File: config.mk
export PLATFORM = sky130hd
export DESIGN_NAME = pc_sequencer
export DESIGN_NICKNAME = d
export VERILOG_FILES = /design/src/rtl/pc_seq_pkg.sv /design/src/rtl/key_debounce.sv /design/src/rtl/pc_sequencer.sv
export SDC_FILE = /design/constraint.sdc
export NUM_CORES = 1
export LEC_CHECK = 0
export CORE_MARGIN = 2
export CORE_UTILIZATION = 48
export DETAILED_ROUTE_END_ITERATION = 7
export MAX_ROUTING_LAYER = met4
export PLACE_DENSITY = 0.85
export SKIP_LAST_GASP = 1
export SYNTH_ARGS = -nofsm -noshare
export SYNTH_HDL_FRONTEND = slang
export SYNTH_SLANG_ARGS = --single-unit
File: constraint.sdc
create_clock -name clk -period 2.7 [get_ports clk]
set_input_delay 0.27 -clock clk [delete_from_list [all_inputs] [get_ports clk]]
set_output_delay 0.27 -clock clk [all_outputs]
set_load 0.005 [all_outputs]
File: src/rtl/pc_seq_pkg.sv
// Shared types and constants for the program-counter execution controller.
package pc_seq_pkg;
  localparam int ADDR_W = 32;
  localparam logic [ADDR_W-1:0] PC_STEP_DEFAULT = 32'd4;

  typedef enum logic [1:0] {
    ST_HALT = 2'd0,
    ST_RUN  = 2'd1,
    ST_BRK  = 2'd2
  } seq_state_t;
endpackage

File: src/rtl/key_debounce.sv
// Two-flop synchroniser, stability counter and rising-edge pulse for one raw key.
module key_debounce #(
  parameter int DEBOUNCE_CYCLES = 16
) (
  input  logic clk,
  input  logic reset,
  input  logic key,
  output logic pulse
);
  localparam int CNT_W = (DEBOUNCE_CYCLES > 1) ? $clog2(DEBOUNCE_CYCLES) : 1;

  logic             sync1;
  logic             sync2;
  logic             level;
  logic [CNT_W-1:0] cnt;
  logic             accept;

  // The level flips on the last of DEBOUNCE_CYCLES consecutive differing samples.
  assign accept = (sync2 != level) && (cnt == CNT_W'(DEBOUNCE_CYCLES - 1));

  always_ff @(posedge clk or posedge reset) begin
    if (reset) begin
      sync1 <= 1'b0;
      sync2 <= 1'b0;
      level <= 1'b0;
      cnt   <= '0;
      pulse <= 1'b0;
    end else begin
      sync1 <= key;
      sync2 <= sync1;
      pulse <= accept && sync2;
      if (sync2 == level) begin
        cnt <= '0;
      end else if (accept) begin
        level <= sync2;
        cnt   <= '0;
      end else begin
        cnt <= cnt + CNT_W'(1);
      end
    end
  end
endmodule

File: src/rtl/pc_sequencer.sv
// Execution controller: debounced keys drive HALT/RUN/BRK and produce PC write strobes.
module pc_sequencer
  import pc_seq_pkg::*;
#(
  parameter int                DEBOUNCE_CYCLES = 16,
  parameter int                RUN_DIV         = 50_000_000,
  parameter logic [ADDR_W-1:0] PC_STEP         = PC_STEP_DEFAULT
) (
  input  logic              clk,
  input  logic              reset,
  input  logic              step_key,
  input  logic              run_key,
  input  logic [ADDR_W-1:0] current_pc,
  input  logic              brk_en,
  input  logic [ADDR_W-1:0] brk_addr,
  input  logic              load_req,
  input  logic [ADDR_W-1:0] load_addr,
  output logic              pc_we,
  output logic [ADDR_W-1:0] pc_next,
  output logic              running,
  output logic              brk_hit
);
  localparam int DIV_W = (RUN_DIV > 1) ? $clog2(RUN_DIV) : 1;

  seq_state_t        state, state_n;
  logic [DIV_W-1:0]  div_cnt, div_n;
  logic              skip, skip_n;
  logic              we_n;
  logic [ADDR_W-1:0] next_n;
  logic              step_p, run_p;
  logic              tick, brk_match;

  key_debounce #(.DEBOUNCE_CYCLES(DEBOUNCE_CYCLES)) u_step_db (
    .clk(clk), .reset(reset), .key(step_key), .pulse(step_p)
  );
  key_debounce #(.DEBOUNCE_CYCLES(DEBOUNCE_CYCLES)) u_run_db (
    .clk(clk), .reset(reset), .key(run_key), .pulse(run_p)
  );

  assign tick      = (state == ST_RUN) && (div_cnt == DIV_W'(RUN_DIV - 1));
  assign brk_match = brk_en && (current_pc == brk_addr);

  // pc_we is a one-cycle strobe; pc_next is meaningful only while pc_we=1 and
  // the PC register is expected to capture it on the following edge.
  always_comb begin
    state_n = state;
    skip_n  = skip;
    we_n    = 1'b0;
    next_n  = pc_next;
    div_n   = '0;
    if (state == ST_RUN) div_n = tick ? '0 : div_cnt + DIV_W'(1);

    if (load_req) begin
      we_n   = 1'b1;
      next_n = load_addr;
      div_n  = '0;
    end else begin
      case (state)
        ST_HALT: begin
          if (run_p) begin
            state_n = ST_RUN;
            div_n   = '0;
          end else if (step_p) begin
            we_n   = 1'b1;
            next_n = current_pc + PC_STEP;
          end
        end
        ST_RUN: begin
          if (run_p) begin
            state_n = ST_HALT;
            div_n   = '0;
          end else if (tick) begin
            if (brk_match && !skip) begin
              state_n = ST_BRK;
              div_n   = '0;
            end else begin
              we_n   = 1'b1;
              next_n = current_pc + PC_STEP;
              skip_n = 1'b0;
            end
          end
        end
        ST_BRK: begin
          if (run_p) begin
            // Resume must step past the breakpoint the PC is still parked on.
            state_n = ST_RUN;
            skip_n  = 1'b1;
            div_n   = '0;
          end else if (step_p) begin
            we_n   = 1'b1;
            next_n = current_pc + PC_STEP;
          end
        end
        default: state_n = ST_HALT;
      endcase
    end
  end

  always_ff @(posedge clk or posedge reset) begin
    if (reset) begin
      state   <= ST_HALT;
      div_cnt <= '0;
      skip    <= 1'b0;
      pc_we   <= 1'b0;
      pc_next <= '0;
      running <= 1'b0;
      brk_hit <= 1'b0;
    end else begin
      state   <= state_n;
      div_cnt <= div_n;
      skip    <= skip_n;
      pc_we   <= we_n;
      pc_next <= next_n;
      running <= (state_n == ST_RUN);
      brk_hit <= (state_n == ST_BRK);
    end
  end
endmodule

After elaboration in Yosys (flattened, before gate mapping)
Index checks and enable logic that the tools add are counted.

word-level totals
  register bits after elaboration = 80
  input port bits = 102
  output and inout bits = 35
  word-level logic and storage cells = 98

cells by class
  add/subtract/negate cells = 4
  equal/unequal tests = 21
  multiplexer cells = 37
  bitwise gates (word level) = 3
  reduce and logical (&&, ||, !) cells = 16

operators with widths
  cell                                                                     number
  32-bit 2-to-1 mux                                                        6
  26-bit 2-to-1 mux                                                        7
  32-bit one-hot mux with 2 select lines                                   1
  26-bit one-hot mux with 2 select lines                                   1
  32-bit by 3-bit adder with 32-bit output, second input constant          1
  32-bit equality test                                                     1
  26-bit by 1-bit adder with 26-bit output, second input constant          1
  26-bit equality test, second input constant                              1
  4-bit 2-to-1 mux                                                         4
  3-bit inequality test, second input constant                             4
  6-bit AND reduction                                                      2
  1-bit 2-to-1 mux                                                         10
  2-bit 2-to-1 mux                                                         5
  4-bit by 1-bit adder with 4-bit output, second input constant            2
  4-bit equality test, second input constant                               2
  1-bit logical AND                                                        7
  2-bit inequality test, second input constant                             3
  2-bit by 1-bit equality test with 1-bit output, second input constant    2
  2-bit equality test, second input constant                               2
  1-bit one-hot mux with 2 select lines                                    2
  2-bit one-hot mux with 2 select lines                                    1
  2-bit AND reduction                                                      2
  3-bit by 1-bit inequality test with 1-bit output, second input constant  1
  1-bit inverter                                                           3
  other kinds (8)                                                          10

Longest topological paths before layout
  word-level depth = 9
  mapped depth = 8
  mapped depth without buffers = 7

By module
Synthesis repeated with hierarchy kept, for this count alone.

unflattened totals
  cells, all modules = 478
  area, all modules = 4,601.9 µm²

modules (own cells, without submodules)
  module        times used  cells each  area an instance (µm²)  seq. area each (µm²)
  pc_sequencer  1           432         3,971.3                 1,601.5
  key_debounce  2           23          315.3                   200.2

Worst setup path before layout
OpenSTA, ideal clock, no wires.

  kind = register to register
  start point = register div_cnt[16]
  end point = register pc_next[10]
  library setup time = 0.125 ns
  arrival time = 1.798 ns
  data required time = 2.575 ns
  path slack = 0.777 ns
  cell stages (with the launch flop) = 8
  path buffers = 1
  period minus slack after synthesis = 1.923 ns
  path through = dfrtp_1 nor4_1 and4b_4 nand4_4 o31ai_4 nand3_4 buf_6 mux2_4

between the ends
  longest elaborated chain between the ends = 4

ends and longest elaborated chain
  what                             line                 RTL
  start, declared                  pc_sequencer.sv:26   logic [DIV_W-1:0] div_cnt, div_n;
  start signal, assigned           pc_sequencer.sv:110  div_cnt <= div_n;
  26-bit equality test             pc_sequencer.sv:40   assign tick = (state == ST_RUN) && (div_cnt == DIV_W'(RUN_DIV - 1));
  1-bit logical AND                pc_sequencer.sv:40
  3-bit inequality test (no line)  --
  6-bit AND reduction (no line)    --
  end signal, assigned             pc_sequencer.sv:113  pc_next <= next_n;
  end, declared                    pc_sequencer.sv:19   output logic [ADDR_W-1:0] pc_next,

No other way between the ends.
A chain may end at the register's enable or synchronous reset.

Worst setup path after layout
  start point = input port current_pc[11]
  end point = register pc_next[30]

between the ends
  longest elaborated chain between the ends = 6
  elaborated cells on any way between the ends = 13
  classes of those cells = add/sub (1); eq/ne (2); mux (7); reduce/logical (3)

ends and longest elaborated chain
  what                                      line                                                        RTL
  start, declared                           pc_sequencer.sv:13                                          input logic [ADDR_W-1:0] current_pc,
  32-bit by 3-bit adder with 32-bit output  pc_sequencer.sv:65, pc_sequencer.sv:78, pc_sequencer.sv:91
  32-bit 2-to-1 mux                         pc_sequencer.sv:73                                          if (brk_match && !skip) begin
  32-bit 2-to-1 mux                         pc_sequencer.sv:72                                          end else if (tick) begin
  32-bit 2-to-1 mux                         pc_sequencer.sv:69                                          if (run_p) begin
  32-bit one-hot mux with 2 select lines    pc_sequencer.sv:58                                          case (state)
  32-bit 2-to-1 mux                         pc_sequencer.sv:53                                          if (load_req) begin

Several ways; a longest one is shown, not always the timed one. The select of a mux whose other input is x is not followed.

==> impl_summary.txt <==
----------------------------------------------------
[Status]
  Result of the run ... complete, no violations

[Final layout]
  Count of non-filler cells in the finished layout ... 764
  Area Overhead vs Synth ... 40.14%
  Share of layout cells above drive strength 1 ... 13.00%
  Diode count ... 0
  Number of fillers in the final layout ... 721
  Total number of nets in the final design ... 732

[Worst setup path]
  Worst path buffer plus inverter count ... 3
  Critical path arrival ... 2.60 ns
  Kind of critical path ... in2reg
  Worst path max stage delay ... 0.62 ns
  Reg2reg path depth ... 7
  Nature of the critical path endpoint ... flip-flop
  Path length in cells of the critical path ... 9
  Required @ worst endpoint ... 2.95 ns
  List of cells traversed by the critical path ... clkdlybuf4s50_1 -> xnor2_1 -> nand4_1 -> nor4_1 -> buf_4 -> nand4_1 -> nand3_4 -> buf_12 -> mux2_2
  Cell type of the slowest stage on the worst timing path ... sky130_fd_sc_hd__clkdlybuf4s50_1
  Maximum fanout along the worst path ... 16
  Library cell appearing most often on the critical path ... sky130_fd_sc_hd__nand4_1
  Cell family with the largest share of critical-path delay ... buffers and inverters
  Startpoint types ... input pin

[Clock network]
  Buffers inserted by post-CTS timing repair ... 0
  Clock network latency to the later pin of the worst-skew pair ... 0.37 ns
  Clk pin slew, worst setup/hold paths ... 0.09 ns
  Quantity of gates resized following cts ... 0
  Post-CTS Hold Buffers ... 0
  Number of sinks handled by clock tree synthesis ... 80
  TritonCTS clock tree ... built
  Buffer levels on the longest clock path ... 2
  H-tree Lvls ... 3
  Library cell used as clock root buffer ... sky130_fd_sc_hd__clkbuf_8
  TritonCTS Buffers ... 9

[Placed design]
  Total of buffers placed on input and output ports ... 136
  Routability congestion estimate from global placement ... 0.8834
  Number of placed cells counting well taps ... 748
  Half-perimeter wire length after placement ... 9.855 mm

[Global routing]
  Grt ovf ... 0
  Maximum number of pins on one net before global-route repair ... 71
  Wire length of the first global-routing pass ... 20.58 mm
  Via count of the first global-routing pass ... 4268
  GRT Util Overall ... 25.92%
  Initial antenna violation count ... 0

[Drt]
  Routed length per placed instance ... 17.01 um
  Post-route DRC violation count ... 0
  Detailed Route Iter0 Violations ... 243
  Routed Wire Length ... 13.00 mm
  Antenna Violating Nets Remaining ... 0
  Vias after detailed routing ... 4119
  Vias/cell ... 5.391
  Iteration count of the initial detailed-routing pass ... 4

[Floorplan]
  Rows ... 36
  Die boundary width ... 103.1 um
  Core area ... 9639 um2
  Die area ... 10630 um2
  Die H ... 103.1 um
  Boundary pin count ... 137
  Starting Density ... 48.90%

[Timing]
  Fin Setup TNS ... 0 ns
  Endpoints failing hold ... 0
  Number of slew-limit violations in the final report ... 0
  Max-slew headroom ... 54.07%
  Setup repair after global routing missed its margin ... no
  Final period demand of the worst path ... 2.350 ns
  Setup skew after layout ... 0.01637 ns
  Transition at the pin with the smallest max-transition slack ... 0.6882 ns
  Fmax ... 425.5 MHz
  Final number of setup-violating endpoints ... 0
  Period Utilization, post-route ... 87.05%

[Logic synthesis]
  Cell types with the largest area share after synthesis ... sky130_fd_sc_hd__dfrtp_1, sky130_fd_sc_hd__xnor2_1, sky130_fd_sc_hd__mux2_4
  Async set-reset flop share out of synthesis ... 100.0%
  Most common cell in the synthesized netlist ... sky130_fd_sc_hd__dfrtp_1
  Seq/Total Area, Yosys ... 42.47%
  Adder-cell area share of the yosys netlist ... 1.062%
  Top cell types by occurrence after synthesis ... sky130_fd_sc_hd__dfrtp_1, sky130_fd_sc_hd__xnor2_1, sky130_fd_sc_hd__nand2_1, sky130_fd_sc_hd__nor2_1, sky130_fd_sc_hd__o21ai_0
  Post-Syn Instances ... 472
  Post-Syn Nets ... 578
  Synth Area per Inst ... 9.986 um2
  Combinational family with the most area after synthesis ... simple AND/OR/NAND/NOR gates
  Total standard cell area after synthesis ... 4713 um2
  Cell taking the most area after synthesis ... sky130_fd_sc_hd__dfrtp_1
  Synth cell types ... 43
  Count of warnings emitted by yosys ... 0
  Compound-gate portion of the synthesized area ... 5.840%
  XOR/XNOR Fraction of Synth Area ... 15.80%
  Prevailing post-synth register cell ... sky130_fd_sc_hd__dfrtp_1
  Post-synth top area share ... 42.47%
  Synth Register Bits ... 80
  Portion of netlist area occupied by mux cells ... 10.35%
  Simple-Gate Fraction of Synth Area ... 21.66%
  Count of flip-flops with a built-in enable after synthesis ... 0

[Power]
  Static leakage power ... 2.662 nW
  Total power divided by cell area ... 494.7 nW/um2
  VDD IR max ... 0.0003136 V

[Hold path]
  Class of the tightest hold or removal check ... in2async

[Job]
  Maximum capacitance violations ... 0

----------------------------------------------------
## layer usage
metal | up-vias | global-route usage [%] | wire [um]
met5 | - | - | 0
met4 | 0 | 8.401 | 289
met2 | 138 | 43.66 | 6332
li1 | 1938 | - | -
met3 | 30 | 6.441 | 1077
met1 | 2013 | 30.50 | 5299
## area by class of cell
class / instances / area (um2) / area share [%]
well taps: 133 / 166.4 / 2.519
flip-flops and latches: 80 / 2002 / 30.31
multi-input cells: 365 / 2579 / 39.04
clock inverters: 6 / 115.1 / 1.743
repair buffers: 158 / 1559 / 23.60
inverters: 12 / 46.29 / 0.7009
clock buffers: 10 / 137.6 / 2.084
## path summary, 6_finish.rpt
check | startpoint | endpoint | slack [ns]
worst max-delay path | current_pc[11] | pc_next[30] | 0.35
worst max register to register | div_cnt[16] | pc_next[7] | 0.57
min in group clk | run_key | u_run_db.sync1 | 0.34
max in group asynchronous | reset | u_run_db.level | 1.74
worst min-delay path | reset | pc_next[0] | 0.30
worst min register to register | u_step_db.sync1 | u_step_db.sync2 | 0.35
## logic make-up (layout without fill, tap and decap cells)
logic type | count (synthesis) | count (layout)
AOI/OAI and AO/OA | 49 | 49
xor gates and xnor gates | 85 | 85
DFF | 80 | 80
adders and majority gates | 4 | 4
buffers and inverters | 27 | 186
and+or+nand+nor | 190 | 190
muxes | 37 | 37
## metrics by stage
| stage | setup WS [ns] | utilization, % | hold slack (ns) | cell area (um2) | total power, mW |
|---|---|---|---|---|---|
| 6_report | 0.3497 | 68.52 | 0.2979 | 6605 | 3.268 |
| 5_1_grt | 0.2997 | 68.52 | 0.3344 | 6605 | 3.423 |
| 4_1_cts | 0.3617 | 68.52 | 0.3326 | 6605 | 3.284 |
| 3_5_place_dp | 0.004595 | 65.90 | 0.3365 | 6352 | 2.179 |
| 3_3_place_gp | 0.04072 | 65.90 | 0.3360 | 6352 | 2.161 |
| 2_1_floorplan | 0.3783 | - | 0.3014 | 4713 | 1.724 |
## state kept, by name, summed over array words and instances, names as in the netlist, 2 cells and up
register       flops
u_run_db.cnt       4
state              2
u_step_db.cnt      4
pc_next           32
div_cnt           26
## cells in the final DEF (no fill, tap or decap), drive strengths merged, types with 7 or more instances in the layout
cell type / n
xnor2: 53
dfrtp: 80
nor2: 43
a21oi: 8
o21ai: 36
nor3: 7
mux2: 37
clkbuf: 10
nand3: 28
buf: 23
nand4: 22
nand2: 50
inv: 12
xor2: 32
clkdlybuf4s50: 135
## report_power, final
group	internal, mW	switching (mW)
Combinational	0.461	0.315
Clock	0.644	0.464
Sequential	1.30	0.0794
Total	2.41	0.859
(Power assumes the default switching activity.)
